## src/rtl/axi_lite_mem_bridge_if.sv

```systemverilog
// AXI4-Lite bus bundle between the memory bridge (master) and the DDR3 interconnect (slave).
interface axi_lite_mem_bridge_if #(
    parameter int unsigned ADDR_W = 32,
    parameter int unsigned DATA_W = 32,
    parameter int unsigned STRB_W = DATA_W / 8
);
    logic [ADDR_W-1:0] awaddr;
    logic [2:0]        awprot;
    logic              awvalid;
    logic              awready;
    logic [DATA_W-1:0] wdata;
    logic [STRB_W-1:0] wstrb;
    logic              wvalid;
    logic              wready;
    logic [1:0]        bresp;
    logic              bvalid;
    logic              bready;
    logic [ADDR_W-1:0] araddr;
    logic [2:0]        arprot;
    logic              arvalid;
    logic              arready;
    logic [DATA_W-1:0] rdata;
    logic [1:0]        rresp;
    logic              rvalid;
    logic              rready;

    modport master (
        output awaddr, awprot, awvalid,
        input  awready,
        output wdata, wstrb, wvalid,
        input  wready,
        input  bresp, bvalid,
        output bready,
        output araddr, arprot, arvalid,
        input  arready,
        input  rdata, rresp, rvalid,
        output rready
    );

    modport slave (
        input  awaddr, awprot, awvalid,
        output awready,
        input  wdata, wstrb, wvalid,
        output wready,
        output bresp, bvalid,
        input  bready,
        input  araddr, arprot, arvalid,
        output arready,
        output rdata, rresp, rvalid,
        input  rready
    );
endinterface

```

## src/rtl/axi_lite_mem_bridge.sv

```systemverilog
// Converts one start/drw request from the memory-control FSM into a single AXI4-Lite
// transaction and returns read data with a one-cycle done pulse.
module axi_lite_mem_bridge #(
    parameter int unsigned ADDR_W = 32,
    parameter int unsigned DATA_W = 32,
    parameter int unsigned STRB_W = DATA_W / 8
) (
    input  logic                  i_clk,
    input  logic                  i_reset,
    input  logic                  i_start,
    input  logic                  i_drw,
    input  logic [ADDR_W-1:0]     i_addr,
    input  logic [DATA_W-1:0]     i_wdata,
    input  logic [STRB_W-1:0]     i_wstrb,
    output logic [DATA_W-1:0]     o_rdata,
    output logic                  o_done,
    output logic                  o_busy,
    output logic                  o_resp_err,
    axi_lite_mem_bridge_if.master m_axi
);

    typedef enum logic [2:0] {
        StIdle,
        StWr,
        StWrResp,
        StRdAddr,
        StRdData,
        StDone
    } state_t;

    state_t            r_state, w_state;
    logic [ADDR_W-1:0] r_addr, w_addr;
    logic [DATA_W-1:0] r_wdata, w_wdata;
    logic [STRB_W-1:0] r_wstrb, w_wstrb;
    logic              r_awvalid, w_awvalid;
    logic              r_wvalid, w_wvalid;
    logic              r_aw_ok, w_aw_ok;
    logic              r_w_ok, w_w_ok;
    logic              r_bready, w_bready;
    logic              r_arvalid, w_arvalid;
    logic              r_rready, w_rready;
    logic [DATA_W-1:0] r_rdata, w_rdata;
    logic              r_resp_err, w_resp_err;
    logic              r_done, w_done;
    logic              r_busy, w_busy;

    logic w_aw_hs, w_w_hs, w_b_hs, w_ar_hs, w_r_hs;

    assign w_aw_hs = r_awvalid & m_axi.awready;
    assign w_w_hs  = r_wvalid  & m_axi.wready;
    assign w_b_hs  = r_bready  & m_axi.bvalid;
    assign w_ar_hs = r_arvalid & m_axi.arready;
    assign w_r_hs  = r_rready  & m_axi.rvalid;

    always_comb begin
        w_state    = r_state;
        w_addr     = r_addr;
        w_wdata    = r_wdata;
        w_wstrb    = r_wstrb;
        w_awvalid  = r_awvalid;
        w_wvalid   = r_wvalid;
        w_aw_ok    = r_aw_ok;
        w_w_ok     = r_w_ok;
        w_bready   = r_bready;
        w_arvalid  = r_arvalid;
        w_rready   = r_rready;
        w_rdata    = r_rdata;
        w_resp_err = r_resp_err;
        w_done     = 1'b0;

        case (r_state)
            StIdle: begin
                // r_busy is still high during the done cycle, so a start there is dropped
                if (i_start && !r_busy) begin
                    w_addr  = i_addr;
                    w_wdata = i_wdata;
                    w_wstrb = i_wstrb;
                    if (i_drw) begin
                        w_state   = StWr;
                        w_awvalid = 1'b1;
                        w_wvalid  = 1'b1;
                        w_aw_ok   = 1'b0;
                        w_w_ok    = 1'b0;
                    end else begin
                        w_state   = StRdAddr;
                        w_arvalid = 1'b1;
                    end
                end
            end
            StWr: begin
                if (w_aw_hs) begin
                    w_awvalid = 1'b0;
                    w_aw_ok   = 1'b1;
                end
                if (w_w_hs) begin
                    w_wvalid = 1'b0;
                    w_w_ok   = 1'b1;
                end
                if ((r_aw_ok || w_aw_hs) && (r_w_ok || w_w_hs)) begin
                    w_state  = StWrResp;
                    w_bready = 1'b1;
                end
            end
            StWrResp: begin
                if (w_b_hs) begin
                    w_resp_err = (m_axi.bresp != 2'b00);
                    w_bready   = 1'b0;
                    w_state    = StDone;
                end
            end
            StRdAddr: begin
                if (w_ar_hs) begin
                    w_arvalid = 1'b0;
                    w_rready  = 1'b1;
                    w_state   = StRdData;
                end
            end
            StRdData: begin
                if (w_r_hs) begin
                    w_rdata    = m_axi.rdata;
                    w_resp_err = (m_axi.rresp != 2'b00);
                    w_rready   = 1'b0;
                    w_state    = StDone;
                end
            end
            StDone: begin
                w_done  = 1'b1;
                w_state = StIdle;
            end
            default: begin
                w_state = StIdle;
            end
        endcase

        w_busy = (w_state != StIdle) || (r_state == StDone);
    end

    always_ff @(posedge i_clk) begin
        if (i_reset) begin
            r_state    <= StIdle;
            r_addr     <= '0;
            r_wdata    <= '0;
            r_wstrb    <= '0;
            r_awvalid  <= 1'b0;
            r_wvalid   <= 1'b0;
            r_aw_ok    <= 1'b0;
            r_w_ok     <= 1'b0;
            r_bready   <= 1'b0;
            r_arvalid  <= 1'b0;
            r_rready   <= 1'b0;
            r_rdata    <= '0;
            r_resp_err <= 1'b0;
            r_done     <= 1'b0;
            r_busy     <= 1'b0;
        end else begin
            r_state    <= w_state;
            r_addr     <= w_addr;
            r_wdata    <= w_wdata;
            r_wstrb    <= w_wstrb;
            r_awvalid  <= w_awvalid;
            r_wvalid   <= w_wvalid;
            r_aw_ok    <= w_aw_ok;
            r_w_ok     <= w_w_ok;
            r_bready   <= w_bready;
            r_arvalid  <= w_arvalid;
            r_rready   <= w_rready;
            r_rdata    <= w_rdata;
            r_resp_err <= w_resp_err;
            r_done     <= w_done;
            r_busy     <= w_busy;
        end
    end

    assign m_axi.awaddr  = r_addr;
    assign m_axi.awprot  = 3'b000;
    assign m_axi.awvalid = r_awvalid;
    assign m_axi.wdata   = r_wdata;
    assign m_axi.wstrb   = r_wstrb;
    assign m_axi.wvalid  = r_wvalid;
    assign m_axi.bready  = r_bready;
    assign m_axi.araddr  = r_addr;
    assign m_axi.arprot  = 3'b000;
    assign m_axi.arvalid = r_arvalid;
    assign m_axi.rready  = r_rready;

    assign o_rdata    = r_rdata;
    assign o_done     = r_done;
    assign o_busy     = r_busy;
    assign o_resp_err = r_resp_err;

endmodule

```

## src/flat_wrapper.sv

```systemverilog
// flat-port wrapper written by rule: the top's interface ports become plain ports
module axi_lite_mem_bridge_flat 
#(
    parameter int unsigned ADDR_W = 32,
    parameter int unsigned DATA_W = 32,
    parameter int unsigned STRB_W = DATA_W / 8
)
  (i_clk, i_reset, i_start, i_drw, i_addr, i_wdata, i_wstrb, o_rdata, o_done, o_busy, o_resp_err, m_axi_awaddr, m_axi_awprot, m_axi_awvalid, m_axi_awready, m_axi_wdata, m_axi_wstrb, m_axi_wvalid, m_axi_wready, m_axi_bresp, m_axi_bvalid, m_axi_bready, m_axi_araddr, m_axi_arprot, m_axi_arvalid, m_axi_arready, m_axi_rdata, m_axi_rresp, m_axi_rvalid, m_axi_rready);
  axi_lite_mem_bridge_if #(.ADDR_W(ADDR_W), .DATA_W(DATA_W), .STRB_W(STRB_W)) m_axi_i ();
  input  logic i_clk;
  input  logic i_reset;
  input  logic i_start;
  input  logic i_drw;
  input  logic [ADDR_W-1:0] i_addr;
  input  logic [DATA_W-1:0] i_wdata;
  input  logic [STRB_W-1:0] i_wstrb;
  output logic [DATA_W-1:0] o_rdata;
  output logic o_done;
  output logic o_busy;
  output logic o_resp_err;
  output wire logic [$bits(m_axi_i.awaddr)-1:0] m_axi_awaddr;
  output wire logic [$bits(m_axi_i.awprot)-1:0] m_axi_awprot;
  output wire logic [$bits(m_axi_i.awvalid)-1:0] m_axi_awvalid;
  input wire logic [$bits(m_axi_i.awready)-1:0] m_axi_awready;
  output wire logic [$bits(m_axi_i.wdata)-1:0] m_axi_wdata;
  output wire logic [$bits(m_axi_i.wstrb)-1:0] m_axi_wstrb;
  output wire logic [$bits(m_axi_i.wvalid)-1:0] m_axi_wvalid;
  input wire logic [$bits(m_axi_i.wready)-1:0] m_axi_wready;
  input wire logic [$bits(m_axi_i.bresp)-1:0] m_axi_bresp;
  input wire logic [$bits(m_axi_i.bvalid)-1:0] m_axi_bvalid;
  output wire logic [$bits(m_axi_i.bready)-1:0] m_axi_bready;
  output wire logic [$bits(m_axi_i.araddr)-1:0] m_axi_araddr;
  output wire logic [$bits(m_axi_i.arprot)-1:0] m_axi_arprot;
  output wire logic [$bits(m_axi_i.arvalid)-1:0] m_axi_arvalid;
  input wire logic [$bits(m_axi_i.arready)-1:0] m_axi_arready;
  input wire logic [$bits(m_axi_i.rdata)-1:0] m_axi_rdata;
  input wire logic [$bits(m_axi_i.rresp)-1:0] m_axi_rresp;
  input wire logic [$bits(m_axi_i.rvalid)-1:0] m_axi_rvalid;
  output wire logic [$bits(m_axi_i.rready)-1:0] m_axi_rready;
  assign m_axi_awaddr = m_axi_i.awaddr;
  assign m_axi_awprot = m_axi_i.awprot;
  assign m_axi_awvalid = m_axi_i.awvalid;
  assign m_axi_i.awready = m_axi_awready;
  assign m_axi_wdata = m_axi_i.wdata;
  assign m_axi_wstrb = m_axi_i.wstrb;
  assign m_axi_wvalid = m_axi_i.wvalid;
  assign m_axi_i.wready = m_axi_wready;
  assign m_axi_i.bresp = m_axi_bresp;
  assign m_axi_i.bvalid = m_axi_bvalid;
  assign m_axi_bready = m_axi_i.bready;
  assign m_axi_araddr = m_axi_i.araddr;
  assign m_axi_arprot = m_axi_i.arprot;
  assign m_axi_arvalid = m_axi_i.arvalid;
  assign m_axi_i.arready = m_axi_arready;
  assign m_axi_i.rdata = m_axi_rdata;
  assign m_axi_i.rresp = m_axi_rresp;
  assign m_axi_i.rvalid = m_axi_rvalid;
  assign m_axi_rready = m_axi_i.rready;
  axi_lite_mem_bridge #(.ADDR_W(ADDR_W), .DATA_W(DATA_W), .STRB_W(STRB_W)) u_core (.i_clk(i_clk), .i_reset(i_reset), .i_start(i_start), .i_drw(i_drw), .i_addr(i_addr), .i_wdata(i_wdata), .i_wstrb(i_wstrb), .o_rdata(o_rdata), .o_done(o_done), .o_busy(o_busy), .o_resp_err(o_resp_err), .m_axi(m_axi_i));
endmodule
```

## config.mk

```make
export PLATFORM = sky130hd
export DESIGN_NAME = axi_lite_mem_bridge_flat
export DESIGN_NICKNAME = d
export VERILOG_FILES = /design/src/rtl/axi_lite_mem_bridge_if.sv /design/src/rtl/axi_lite_mem_bridge.sv /design/src/flat_wrapper.sv
export SDC_FILE = /design/constraint.sdc
export NUM_CORES = 1
export LEC_CHECK = 0
export CELL_PAD_IN_SITES_DETAIL_PLACEMENT = 0
export CELL_PAD_IN_SITES_GLOBAL_PLACEMENT = 2
export CORE_UTILIZATION = 17
export DETAILED_ROUTE_END_ITERATION = 6
export PLACE_DENSITY_LB_ADDON = 0.1
export SYNTH_ARGS = -nofsm -noshare
export SYNTH_HDL_FRONTEND = slang
export SYNTH_SLANG_ARGS = --single-unit
```

## constraint.sdc

```tcl
create_clock -name i_clk -period 1.6 [get_ports i_clk]
set_input_delay 0.16 -clock i_clk [delete_from_list [all_inputs] [get_ports i_clk]]
set_output_delay 0.16 -clock i_clk [all_outputs]
set_load 0.05 [all_outputs]
```

=== Yosys cells after proc, flatten, opt, wreduce, memory -nomap -nowiden ===
Cells that the tools add are included.

* Add/sub/neg operators: 0
* Multipliers: 0
* Divide/modulo/power cells: 0
* Order comparisons: 0
* Equal/unequal tests: 14
* Shift operators: 0
* Multiplexer cells: 33
* Bitwise gates (word level): 5
* Reduce and logical (&&, ||, !) cells: 23

{| class="wikitable"
|+ Operators by type and width
! kind !! number
|-
| $mux W1 || 18
|-
| $pmux W1 S2 || 8
|-
| $mux W3 || 5
|-
| $pmux W3 S5 || 1
|-
| $ne A2 B1 Y1 const B || 7
|-
| $reduce_bool A2 Y1 || 7
|-
| $reduce_and A4 Y1 || 3
|-
| $reduce_and A3 Y1 || 3
|-
| $eq A3 B2 Y1 const B || 2
|-
| $eq A3 B3 Y1 const B || 2
|-
| $and A1 B1 Y1 || 5
|-
| $ne A2 B2 Y1 const B || 2
|-
| $reduce_and A2 Y1 || 2
|-
| $eq A3 B1 Y1 const B || 1
|-
| $logic_not A3 Y1 || 1
|-
| $logic_or A1 B1 Y1 || 3
|-
| $reduce_bool A3 Y1 || 1
|-
| $logic_and A1 B1 Y1 || 2
|-
| $mux W2 || 1
|-
| $logic_not A1 Y1 || 1
|}

* Register bits: 113
* Latch bits: 0
* RAM bits: 0
* Memory bits (read-only): 0
* Input bits: 113
* Output and inout port bits: 146
* Word-level logic and storage cells: 90
* Memories kept: 0

=== Longest topological paths before layout ===
Gate-level depths: netlist (run 1).

* Depth after elaboration: 7
* Gate-level depth with buffers: 7
* Gate-level depth less buffers: 4

=== Worst setup path after synthesis (run 1) ===
Ideal clock, no wire load.

* Path type: flip-flop to flip-flop
* Start: reg u_core.r_bready, in the netlist u_core.m_axi.bready
* End: reg u_core.r_busy, in the netlist u_core.o_busy
* Setup time: 0.124 ns
* Arrival: 1.649 ns
* Required time: 1.476 ns
* Slack: -0.173 ns
* Stages on the path, launching flop included: 5
* Path buffers: 0
* Cell sequence: dfxtp_1 > and2_1 > nor2b_1 > o41a_1 > a2111o_1

* Longest elaborated chain between the ends: 5

{| class="wikitable"
|+ RTL lines
! what !! line !! text
|-
| from (decl) || axi_lite_mem_bridge.sv:39 || <nowiki>logic r_bready, w_bready;</nowiki>
|-
| from (signal assigned) || axi_lite_mem_bridge.sv:164 || <nowiki>r_bready <= w_bready;</nowiki>
|-
| $and A1 B1 Y1 || axi_lite_mem_bridge.sv:51 || <nowiki>assign w_b_hs = r_bready & m_axi.bvalid;</nowiki>
|-
| $mux W3 || axi_lite_mem_bridge.sv:105 || <nowiki>if (w_b_hs) begin</nowiki>
|-
| $pmux W3 S5 || axi_lite_mem_bridge.sv:71 || <nowiki>case (r_state)</nowiki>
|-
| $reduce_bool A3 Y1 || axi_lite_mem_bridge.sv:135 || <nowiki>w_busy = (w_state != StIdle) || (r_state == StDone);</nowiki>
|-
| $logic_or A1 B1 Y1 || axi_lite_mem_bridge.sv:135 ||
|-
| to (signal assigned) || axi_lite_mem_bridge.sv:170 || <nowiki>r_busy <= w_busy;</nowiki>
|-
| to (decl) || axi_lite_mem_bridge.sv:45 || <nowiki>logic r_busy, w_busy;</nowiki>
|}

No other way between the ends.
A chain may end at the register's enable or synchronous reset.

=== Worst setup path after layout (run 1) ===
* Start: reg u_core.r_state[0]
* End: reg u_core.r_addr[19], in the netlist u_core.m_axi.araddr[19]

* Longest elaborated chain between the ends: 2

{| class="wikitable"
|+ RTL lines
! what !! line !! text
|-
| from (decl) || axi_lite_mem_bridge.sv:31 || <nowiki>state_t r_state, w_state;</nowiki>
|-
| from (signal assigned) || axi_lite_mem_bridge.sv:140 || <nowiki>r_state <= StIdle;</nowiki>
|-
| from (signal assigned) || axi_lite_mem_bridge.sv:156 || <nowiki>r_state <= w_state;</nowiki>
|-
| $logic_not A3 Y1 || axi_lite_mem_bridge.sv:71 ||
|-
| $reduce_and A2 Y1 (no source line) || -- ||
|-
| to (signal assigned) || axi_lite_mem_bridge.sv:157 || <nowiki>r_addr <= w_addr;</nowiki>
|-
| to (decl) || axi_lite_mem_bridge.sv:32 || <nowiki>logic [ADDR_W-1:0] r_addr, w_addr;</nowiki>
|}

No other way between the ends.

==> impl_results.md, run 1 <==
- Critical Path RT: 1.88 ns
- H-tree depth: 4
- Global route total overflow: 0
- RSZ-0062 raised after global routing: true
- Initial Util: 17.5%
- Worst clock skew: 0.00742 ns
- Cells after DPL: 1070
- Largest net degree at the start of global routing: 50
- Fill count: 2625
- Routed WL: 16800 um
- Global-route usage over all layers: 12.0%
- Antenna cells: 0
- Number of global-route vias before repair: 4295
- Overall Power: 10.6 mW
- Final setup TNS: -3.24 ns
- Commonest cells in the netlist: nand2_1 (205), dfxtp_1 (113), a21oi_1 (108)
- DRC violations left: 0
- Ratio of final minimum period to clock period: 105%
- ANT nets after route: 0
- Clock root buffer: clkbuf_16
- DP Worst Slack: -0.357 ns
- Pre-antenna DRT Iters: 4
- Clk Latency, worst-skew pair: 0.41 ns
- Crit. End Element: register
- YS warnings: 0
- Failing checks: setup timing
- # setup viols final: 69
- Highest clock rate: 0.598 GHz
- CTS Buf Count: 17
- Final hold violation count: 0
- Setup WS post-layout: -0.0728 ns
- Initial antenna violation count: 0
- Synth area leaders: dfxtp_1 (53%), nand2_1 (18%), a21oi_1 (13%), buf_4 (6.7%), clkbuf_1 (1.8%)
- Leakage: 3.14 nW
- Placed Area: 6680 sq um
- Hpwl dp: 10900 um
- Top Ports: 259
- VDD IR max: 0.000570 V
- Die area: 25900 sq um
- Drt via density: 3.97
- Share of layout cells above drive strength 1: 29.7%
- Detailed Route Iter0 Violations: 172
- Footprint of the multi-input gates: 1700 sq um
- Max-capacitance violation count: 0
- Layout area overhead: 78.8%
- IO buf count: 252
- Sequential fraction of the synthesis area: 52.8%
- Clock sinks: 113
- Hold_ws: 0.295 ns
- CTS tree: yes
- Core area: 24500 sq um
- Outcome: finished, violations left
- Fin crit period: 1.67 ns
- PwrDens: 1380 nW/um^2
- CTS Buffer Depth: 2
- First-pass GRT wire length: 23700 um
- Worst Path Arrival: 1.95 ns
- Yosys reg bits: 113
- Clk pin slew, worst setup/hold paths: 0.05 ns
- Worst hold path type: in2reg
- Die Width: 161 um
- Final non-filler cell total: 1119
- Rows: 57
- Mapped Area: 4290 sq um
- Design area: 7660 sq um
- Area leader, netlist: dfxtp_1
- Worst Path Max Fanout: 17
- Final #Nets: 897
- WL per Instance: 15.0 um
- Critical path class: reg2reg
- Async S/R FF share, synth: 0%
- Final Util: 31.2%
- Number of synthesized flops with an enable pin: 0
- Post-synthesis area per instance: 7.97 sq um
- Primary FF master, synth: dfxtp_1
- Top-area cell type share of the netlist area: 52.8%
- Vias: 4437
- Routability-driven placement congestion ratio: 0.703
- Slew Viols, Final: 0
- DIE HEIGHT: 161 um
- Seq. cell area: 2270 sq um
- Library cells used by synthesis: 32
- Critical Path Start Type: register
- Synth Instances: 538
- Most common cell in the netlist: nand2_1
-- cells in the final DEF, fill, tap and decap left out, types with 3 or more instances in the layout --
cell type,count
nor2_1,7
dfxtp_2,6
clkbuf_1,3
nand2_2,3
conb_1,6
clkdlybuf4s50_1,111
a21oi_1,100
clkbuf_16,23
clkinv_2,4
clkbuf_8,4
buf_12,7
nor3b_4,3
a21oi_2,8
buf_6,5
buf_4,163
dfxtp_1,107
nand2_1,202
-- flip-flops by register name (all words and copies together), names as in the netlist --
register	flops
u_core.m_axi.awvalid	1
u_core.r_aw_ok	1
u_core.o_resp_err	1
u_core.r_state	3
u_core.m_axi.bready	1
u_core.o_rdata	32
u_core.r_w_ok	1
u_core.m_axi.wdata	32
u_core.m_axi.arvalid	1
u_core.m_axi.araddr	32
u_core.m_axi.wstrb	4
u_core.o_busy	1
u_core.m_axi.wvalid	1
u_core.m_axi.rready	1
u_core.o_done	1
-- worst max-delay path, stage by stage, from the launching register on --
cell,delay (ns)
dfxtp_2,0.33
or4b_4,0.54
or2_4,0.33
clkbuf_16,0.21
nand2_1,0.07
a21oi_1,0.06
-- final timing paths --
kind / start / endpoint / slack (ns) / depth (start not counted)
hold / removal: i_wdata[26] / u_core.m_axi.wdata[26]$_SDFFE_PP0P_ / 0.29 / 3
hold reg to reg: u_core.o_rdata[23]$_SDFFE_PP0P_ / u_core.o_rdata[23]$_SDFFE_PP0P_ / 0.45 / 2
setup reg to reg: u_core.r_state[0]$_SDFF_PP0_ / u_core.m_axi.araddr[19]$_SDFFE_PP0P_ / -0.07 / 5
setup / recovery: u_core.r_state[0]$_SDFF_PP0_ / u_core.m_axi.araddr[19]$_SDFFE_PP0P_ / -0.07 / 5
-- report_power, final --
| part | internal [mW] | leakage (nW) | switching [mW] | total [mW] |
|---|---|---|---|---|
| combinational | 1.30 | 1.93 | 2.26 | 3.56 |
| clock | 2.43 | 0.286 | 1.32 | 3.75 |
| sequential | 3.10 | 0.922 | 0.206 | 3.31 |
-- layer usage --
| layer | track usage (%) | vias to the layer above | share of wire, % | wire length (um) |
|---|---|---|---|---|
| li1 | - | 2206 | - | - |
| met5 | 0 | - | 0 | 0 |
| met1 | 14.0 | 2047 | 43 | 7160 |
| met2 | 19.7 | 170 | 48 | 8130 |
| met4 | 4.03 | 0 | 1.2 | 197 |
| met3 | 5.06 | 14 | 8.0 | 1340 |
-- repair_timing --
action                                  in CTS  in global routing
endpoints found under the hold margin        1                  0
gates cloned                                 1                  7
setup buffers                                4                  6
hold buffers                                 1                  0
resized for setup                           14                 19
pin swaps                                    1                  2
endpoints found under the setup margin      78                104
-- cell families (layout without fill, tap and decap cells) --
logic type             Yosys count  count (layout)  synth area share, %
AND/OR/NAND/NOR                231             231                 21.7
AO/OA/AOI/OAI                  120             120                 15.0
flip-flops                     113             113                 52.8
buffers and inverters           73             325                 10.4
other                            1               6               0.0875
-- layout make-up --
cell class,count,share of cell area [%]
timing repair buffer,294,35.5
sequential,113,29.6
multi-input combinational,357,22.1
clock buffer,24,6.42
tap,324,5.29
clock inverter,6,1.04
inverter,1,0.0490
No activity file was read; power rests on OpenSTA's default activity.
==> run 2, diff against run 1 <==
--- a/config.mk
+++ b/config.mk
@@ -9,6 +9,7 @@
 export CELL_PAD_IN_SITES_GLOBAL_PLACEMENT = 2
 export CORE_UTILIZATION = 17
 export DETAILED_ROUTE_END_ITERATION = 6
+export MAX_ROUTING_LAYER = met4
 export PLACE_DENSITY_LB_ADDON = 0.1
 export SYNTH_ARGS = -nofsm -noshare
 export SYNTH_HDL_FRONTEND = slang
==> run 2 against run 1 <==
The run still ends with setup timing left. Sequential cell count is the same. Total power is essentially flat. Cell count is the same.
==> impl_results.md, run 2 (synthesis gave the netlist of run 1 again) <==
- Clock sinks: 113 (unchanged)
- Die Width: 161 um (unchanged)
- Core area: 24500 sq um (unchanged)
- Critical Path Start Type: register
- Placed Area: 6680 sq um (unchanged)
- RSZ-0062 raised after global routing: true
- Hpwl dp: 10900 um (unchanged)
- VDD IR max: 0.000569 V (-0.14%)
- CTS Buf Count: 17 (unchanged)
- Worst Path Max Fanout: 17 (unchanged)
- Clk Latency, worst-skew pair: 0.41 ns (about the same)
- Commonest non-fill, non-tap cells in the layout: nand2_1 (202), buf_4 (163), clkdlybuf4s50_1 (111), dfxtp_1 (107), a21oi_1 (100)
- Largest net degree at the start of global routing: 50 (unchanged)
- Die area: 25900 sq um (unchanged)
- Leakage: 3.14 nW (unchanged)
- Fill count: 2624 (-0.038%)
- Highest clock rate: 0.597 GHz (about the same)
- Worst clock skew: 0.00639 ns (-0.00103 ns)
- First-pass GRT wire length: 23600 um (-0.12%)
- Hold worst-path end: u_core.m_axi.wdata[26]$_SDFFE_PP0P_
- CTS Buffer Depth: 2 (unchanged)
- WL per Instance: 15.1 um (+0.20%)
- Share of layout cells above drive strength 1: 29.7% (unchanged)
- Final #Nets: 897 (unchanged)
- Worst Path Arrival: 1.96 ns (about the same)
- Initial Util: 17.5% (unchanged)
- Max-capacitance violation count: 0 (unchanged)
- Hold_ws: 0.295 ns (+0.000458 ns)
- Worst R2R Start: u_core.r_state[1]$_SDFF_PP0_
- Pre-antenna DRT Iters: 4 (unchanged)
- Number of global-route vias before repair: 4301 (+0.14%)
- Critical Path RT: 1.88 ns (about the same)
- Failing checks: setup timing
- H-tree depth: 4 (unchanged)
- # setup viols final: 69 (unchanged)
- Top Ports: 259 (unchanged)
- Hold Crit Depth: 3 (unchanged)
- Critical path class: reg2reg
- Layout area overhead: 78.8% (unchanged)
- Initial antenna violation count: 0 (unchanged)
- Antenna cells: 0 (unchanged)
- Ratio of final minimum period to clock period: 105% (about the same)
- Routability-driven placement congestion ratio: 0.713 (+1.4%)
- Worst Hold Launch: i_wdata[26]
- DIE HEIGHT: 161 um (unchanged)
- Final hold violation count: 0 (unchanged)
- Worst hold path type: in2reg
- Global-route usage over all layers: 12.3% (+0.33 points)
- Clk pin slew, worst setup/hold paths: 0.05 ns (about the same)
- PwrDens: 1390 nW/um^2 (about the same)
- DP Worst Slack: -0.357 ns (unchanged)
- Rows: 57 (unchanged)
- Design area: 7660 sq um (unchanged)
- DRC violations left: 0 (unchanged)
- Most common cell after layout, fill and taps aside: nand2_1
- Number of cells on the worst reg-to-reg path: 5 (unchanged)
- ANT nets after route: 0 (unchanged)
- Final Util: 31.2% (unchanged)
- Fin crit period: 1.67 ns (+0.00151 ns)
- CTS tree: yes
- Detailed Route Iter0 Violations: 152 (-12%)
- Outcome: finished, violations left
- Drt via density: 3.97 (+0.20%)
- Crit. End Element: register
- Clock root buffer: clkbuf_16
- IO buf count: 252 (unchanged)
- Cells after DPL: 1070 (unchanged)
- Final non-filler cell total: 1119 (unchanged)
- Vias: 4446 (+0.20%)
- R2R Setup Slk: -0.07 ns (about the same)
- Global route total overflow: 0 (unchanged)
- Slew Viols, Final: 0 (unchanged)
- Setup WS post-layout: -0.0743 ns (-0.00151 ns)
- R2r endpoint: u_core.m_axi.araddr[19]$_SDFFE_PP0P_
- Routed WL: 16900 um (+0.20%)
[run 2: metrics by stage]
step / power [mW] / setup TNS (ns)
after floorplan: 5.57 / -2.91
after global placement: 6.59 / -23.00
after detailed placement: 6.60 / -24.70
after CTS: 10.6 / -2.23
after global routing: 11.1 / -6.92
final: 10.6 / -3.63
[run 2: metal layers]
| metal | wire length, um | global-route usage, % | share of wire (%) | up-vias |
|---|---|---|---|---|
| met1 | 7310 | 14.2 | 43 | 2057 |
| met5 | 0 | - | 0 | - |
| met3 | 1230 | 4.52 | 7.3 | 13 |
| met4 | 201 | 4.16 | 1.2 | 0 |
| li1 | - | - | - | 2203 |
| met2 | 8120 | 19.7 | 48 | 173 |
[run 2: final cells by class]
class / instances / area, sq um / share of cell area [%]
Clock buffer: 24 / 492 / 6.42
Clock inverter: 6 / 80.1 / 1.04
Inverter: 1 / 3.75 / 0.0490
Multi-Input combinational cell: 357 / 1700 / 22.1
Sequential cell: 113 / 2270 / 29.6
Tap cell: 324 / 405 / 5.29
Timing Repair Buffer: 294 / 2720 / 35.5
[run 2: report_power, final]
part           internal (mW)  switching (mW)
Sequential              3.10           0.206
Clock                   2.43            1.33
Combinational           1.30            2.25
Total                   6.83            3.79
[run 2: timing repair]
item | in CTS | in global routing
pin swaps | 1 | 2
endpoints found under the hold margin | 1 | 0
hold buffers | 1 | 0
cloned | 1 | 7
buffers inserted | 4 | 6
gates resized for setup | 14 | 19
setup endpoints to repair | 78 | 104
[run 2: worst max path at each step]
stage	from	endpoint	depth (start not counted)
2_1_floorplan	u_core.r_state[1]$_SDFF_PP0_	u_core.m_axi.wdata[1]$_SDFFE_PP0P_	7
3_3_place_gp	i_start	u_core.m_axi.araddr[31]$_SDFFE_PP0P_	6
3_5_place_dp	i_start	u_core.m_axi.araddr[4]$_SDFFE_PP0P_	6
4_1_cts	u_core.r_state[1]$_SDFF_PP0_	u_core.m_axi.araddr[15]$_SDFFE_PP0P_	5
5_1_grt	u_core.r_state[1]$_SDFF_PP0_	u_core.m_axi.araddr[5]$_SDFFE_PP0P_	5
6_report	u_core.r_state[1]$_SDFF_PP0_	u_core.m_axi.araddr[19]$_SDFFE_PP0P_	5
[run 2: critical path: stages (launching register included)]
cell and delay, ns:
dfxtp_2 0.32, or4b_4 0.56, or2_4 0.33, clkbuf_16 0.21
nand2_1 0.07, a21oi_1 0.06
==> run 3, diff against run 2 <==
--- a/config.mk
+++ b/config.mk
@@ -7,6 +7,7 @@
 export LEC_CHECK = 0
 export CELL_PAD_IN_SITES_DETAIL_PLACEMENT = 0
 export CELL_PAD_IN_SITES_GLOBAL_PLACEMENT = 2
+export CORE_MARGIN = 1.5
 export CORE_UTILIZATION = 17
 export DETAILED_ROUTE_END_ITERATION = 6
 export MAX_ROUTING_LAYER = met4
==> run 3 against run 2 <==
The run still ends with setup timing left. Register-to-register slack got worse by 0.04 ns. Worst setup slack worse by 0.042 ns. Final area decreased by 0.38%. Cell count is 0.18% lower. Routed wire length down 3.2%. Largest cell class unchanged.
==> impl_results.md, run 3 (synthesis gave the netlist of run 1 again) <==
- CP Cell Sequence: or4b_4 -> buf_6 -> nor2_4 -> buf_4 -> clkbuf_16 -> nand2_1 -> a21oi_1
- Routability-driven placement congestion ratio: 0.742 (+4.1%)
- Die Width: 162 um (+0.62%)
- VDD IR max: 0.000601 V (+5.5%)
- DIE HEIGHT: 162 um (+0.62%)
- Slowest Stage Delay on Critical Path: 0.53 ns (-0.03 ns)
- Seq. cell area: 2270 sq um (unchanged)
- Initial antenna violation count: 0 (unchanged)
- Slew Viols, Final: 0 (unchanged)
- IO buf count: 252 (unchanged)
- Clock root buffer: clkbuf_16
- Clock sinks: 113 (unchanged)
- Largest net degree at the start of global routing: 41 (-18%)
- CTS tree: yes
- DP Worst Slack: -0.332 ns (+0.0252 ns)
- Highest clock rate: 0.583 GHz (-2.4%)
- CTS Buffer Depth: 2 (unchanged)
- Vias: 4371 (-1.7%)
- RSZ-0062 raised after global routing: true
- PwrDens: 1420 nW/um^2 (+2.6%)
- ANT nets after route: 0 (unchanged)
- Final hold violation count: 0 (unchanged)
- Final setup TNS: -5.90 ns (-2.27 ns)
- CTS Buf Count: 17 (unchanged)
- First-pass GRT wire length: 23400 um (-1.0%)
- Most common cell after layout, fill and taps aside: nand2_1
- Footprint of the multi-input gates: 1680 sq um (-1.2%)
- Die area: 26200 sq um (+1.2%)
- Failing checks: setup timing
- Crit. End Element: register
- Rows: 57 (unchanged)
- Worst Path Arrival: 2.06 ns (+0.10 ns)
- DRC violations left: 0 (unchanged)
- Pre-antenna DRT Iters: 4 (unchanged)
- Hpwl dp: 11100 um (+1.8%)
- Clk pin slew, worst setup/hold paths: 0.05 ns (about the same)
- Share of layout cells above drive strength 1: 29.6% (-0.051 points)
- Worst Path Max Fanout: 10 (-7)
- Ratio of final minimum period to clock period: 107% (+2.6 points)
- Max-capacitance violation count: 0 (unchanged)
- Layout area overhead: 78.1%
- Drt via density: 3.91 (-1.5%)
- Top Ports: 259 (unchanged)
- # setup viols final: 72 (+4.3%)
- Critical path class: reg2reg
- Leakage: 3.12 nW (-0.50%)
- Critical Path Start Type: register
- Worst hold path type: in2reg
- Global route total overflow: 0 (unchanged)
- Critical Path RT: 1.94 ns (+0.06 ns)
- Fill count: 2613 (-0.42%)
- Outcome: finished, violations left
- Number of global-route vias before repair: 4249 (-1.2%)
- CP delay by family, top: simple AND/OR/NAND/NOR gates
- Antenna cells: 0 (unchanged)
- Clk Latency, worst-skew pair: 0.41 ns (about the same)
- Global-route usage over all layers: 12.1% (-0.24 points)
- Setup WS post-layout: -0.116 ns (-0.0417 ns)
- Detailed Route Iter0 Violations: 210 (+38%)
- Final #Nets: 896 (-0.11%)
- Fin crit period: 1.72 ns (+0.0417 ns)
- Initial Util: 17.5% (unchanged)
- Commonest non-fill, non-tap cells in the layout: nand2_1 (203), buf_4 (167), clkdlybuf4s50_1 (111), dfxtp_1 (107), a21oi_1 (102)
- WL per Instance: 14.6 um (-3.0%)
- H-tree depth: 4 (unchanged)
- Core area: 24500 sq um (unchanged)
- CP bufs+invs: 3 (+2)
- Routed WL: 16300 um (-3.2%)
- CP max-delay cell: or4b_4
- Worst clock skew: 0.00805 ns (+0.00166 ns)
==> run 3: final timing paths <==
check / slack, ns / to / cells after the start / from
worst min register to register: 0.45 / u_core.o_rdata[24]$_SDFFE_PP0P_ / 2 / u_core.o_rdata[24]$_SDFFE_PP0P_
worst max register to register: -0.12 / u_core.m_axi.araddr[0]$_SDFFE_PP0P_ / 7 / u_core.r_state[1]$_SDFF_PP0_
worst min-delay path: 0.16 / u_core.m_axi.wdata[8]$_SDFFE_PP0P_ / 2 / i_reset
worst max-delay path: -0.12 / u_core.m_axi.araddr[0]$_SDFFE_PP0P_ / 7 / u_core.r_state[1]$_SDFF_PP0_
==> run 3: layout make-up <==
type | instances | share of cell area [%]
Clock buffer | 25 | 6.88
Sequential cell | 113 | 29.7
Tap cell | 324 | 5.31
Clock inverter | 4 | 1.57
Timing Repair Buffer | 293 | 34.5
Inverter | 1 | 0.0492
Multi-Input combinational cell | 357 | 21.9
==> run 3: what timing repair did <==
| item | in CTS | in global routing |
|---|---|---|
| hold buffers | 0 | 0 |
| gates resized for setup | 4 | 22 |
| endpoints found under the setup margin | 76 | 110 |
| gates cloned | 0 | 5 |
| setup buffers | 0 | 7 |
| pin swaps | 0 | 4 |
==> run 3: through the flow <==
stage / area [sq um] / utilization (%) / power, mW / hold WS, ns / instances
detailed placement: 6730 / 27.4 / 6.63 / 0.447 / 1076
CTS: 7390 / 30.1 / 10.9 / 0.138 / 1105
global placement: 6730 / 27.4 / 6.60 / 0.444 / 1076
global route: 7640 / 31.1 / 11.4 / 0.163 / 1117
finish: 7640 / 31.1 / 10.9 / 0.161 / 1117
floorplan: 4340 / - / 5.57 / 0.251 / 543
==> run 3: power breakdown <==
part	internal, mW	leakage, nW	switching, mW
clock network	2.87	0.318	1.30
logic	1.18	1.88	2.20
registers	3.10	0.922	0.207
==> run 3: layer usage <==
| metal | up-vias | global-route usage [%] | part of all wire (%) |
|---|---|---|---|
| li1 | 2200 | - | - |
| met1 | 1990 | 13.8 | 43 |
| met2 | 166 | 19.1 | 47 |
| met3 | 15 | 4.67 | 7.9 |
| met4 | 0 | 4.71 | 1.5 |
| met5 | - | - | 0 |
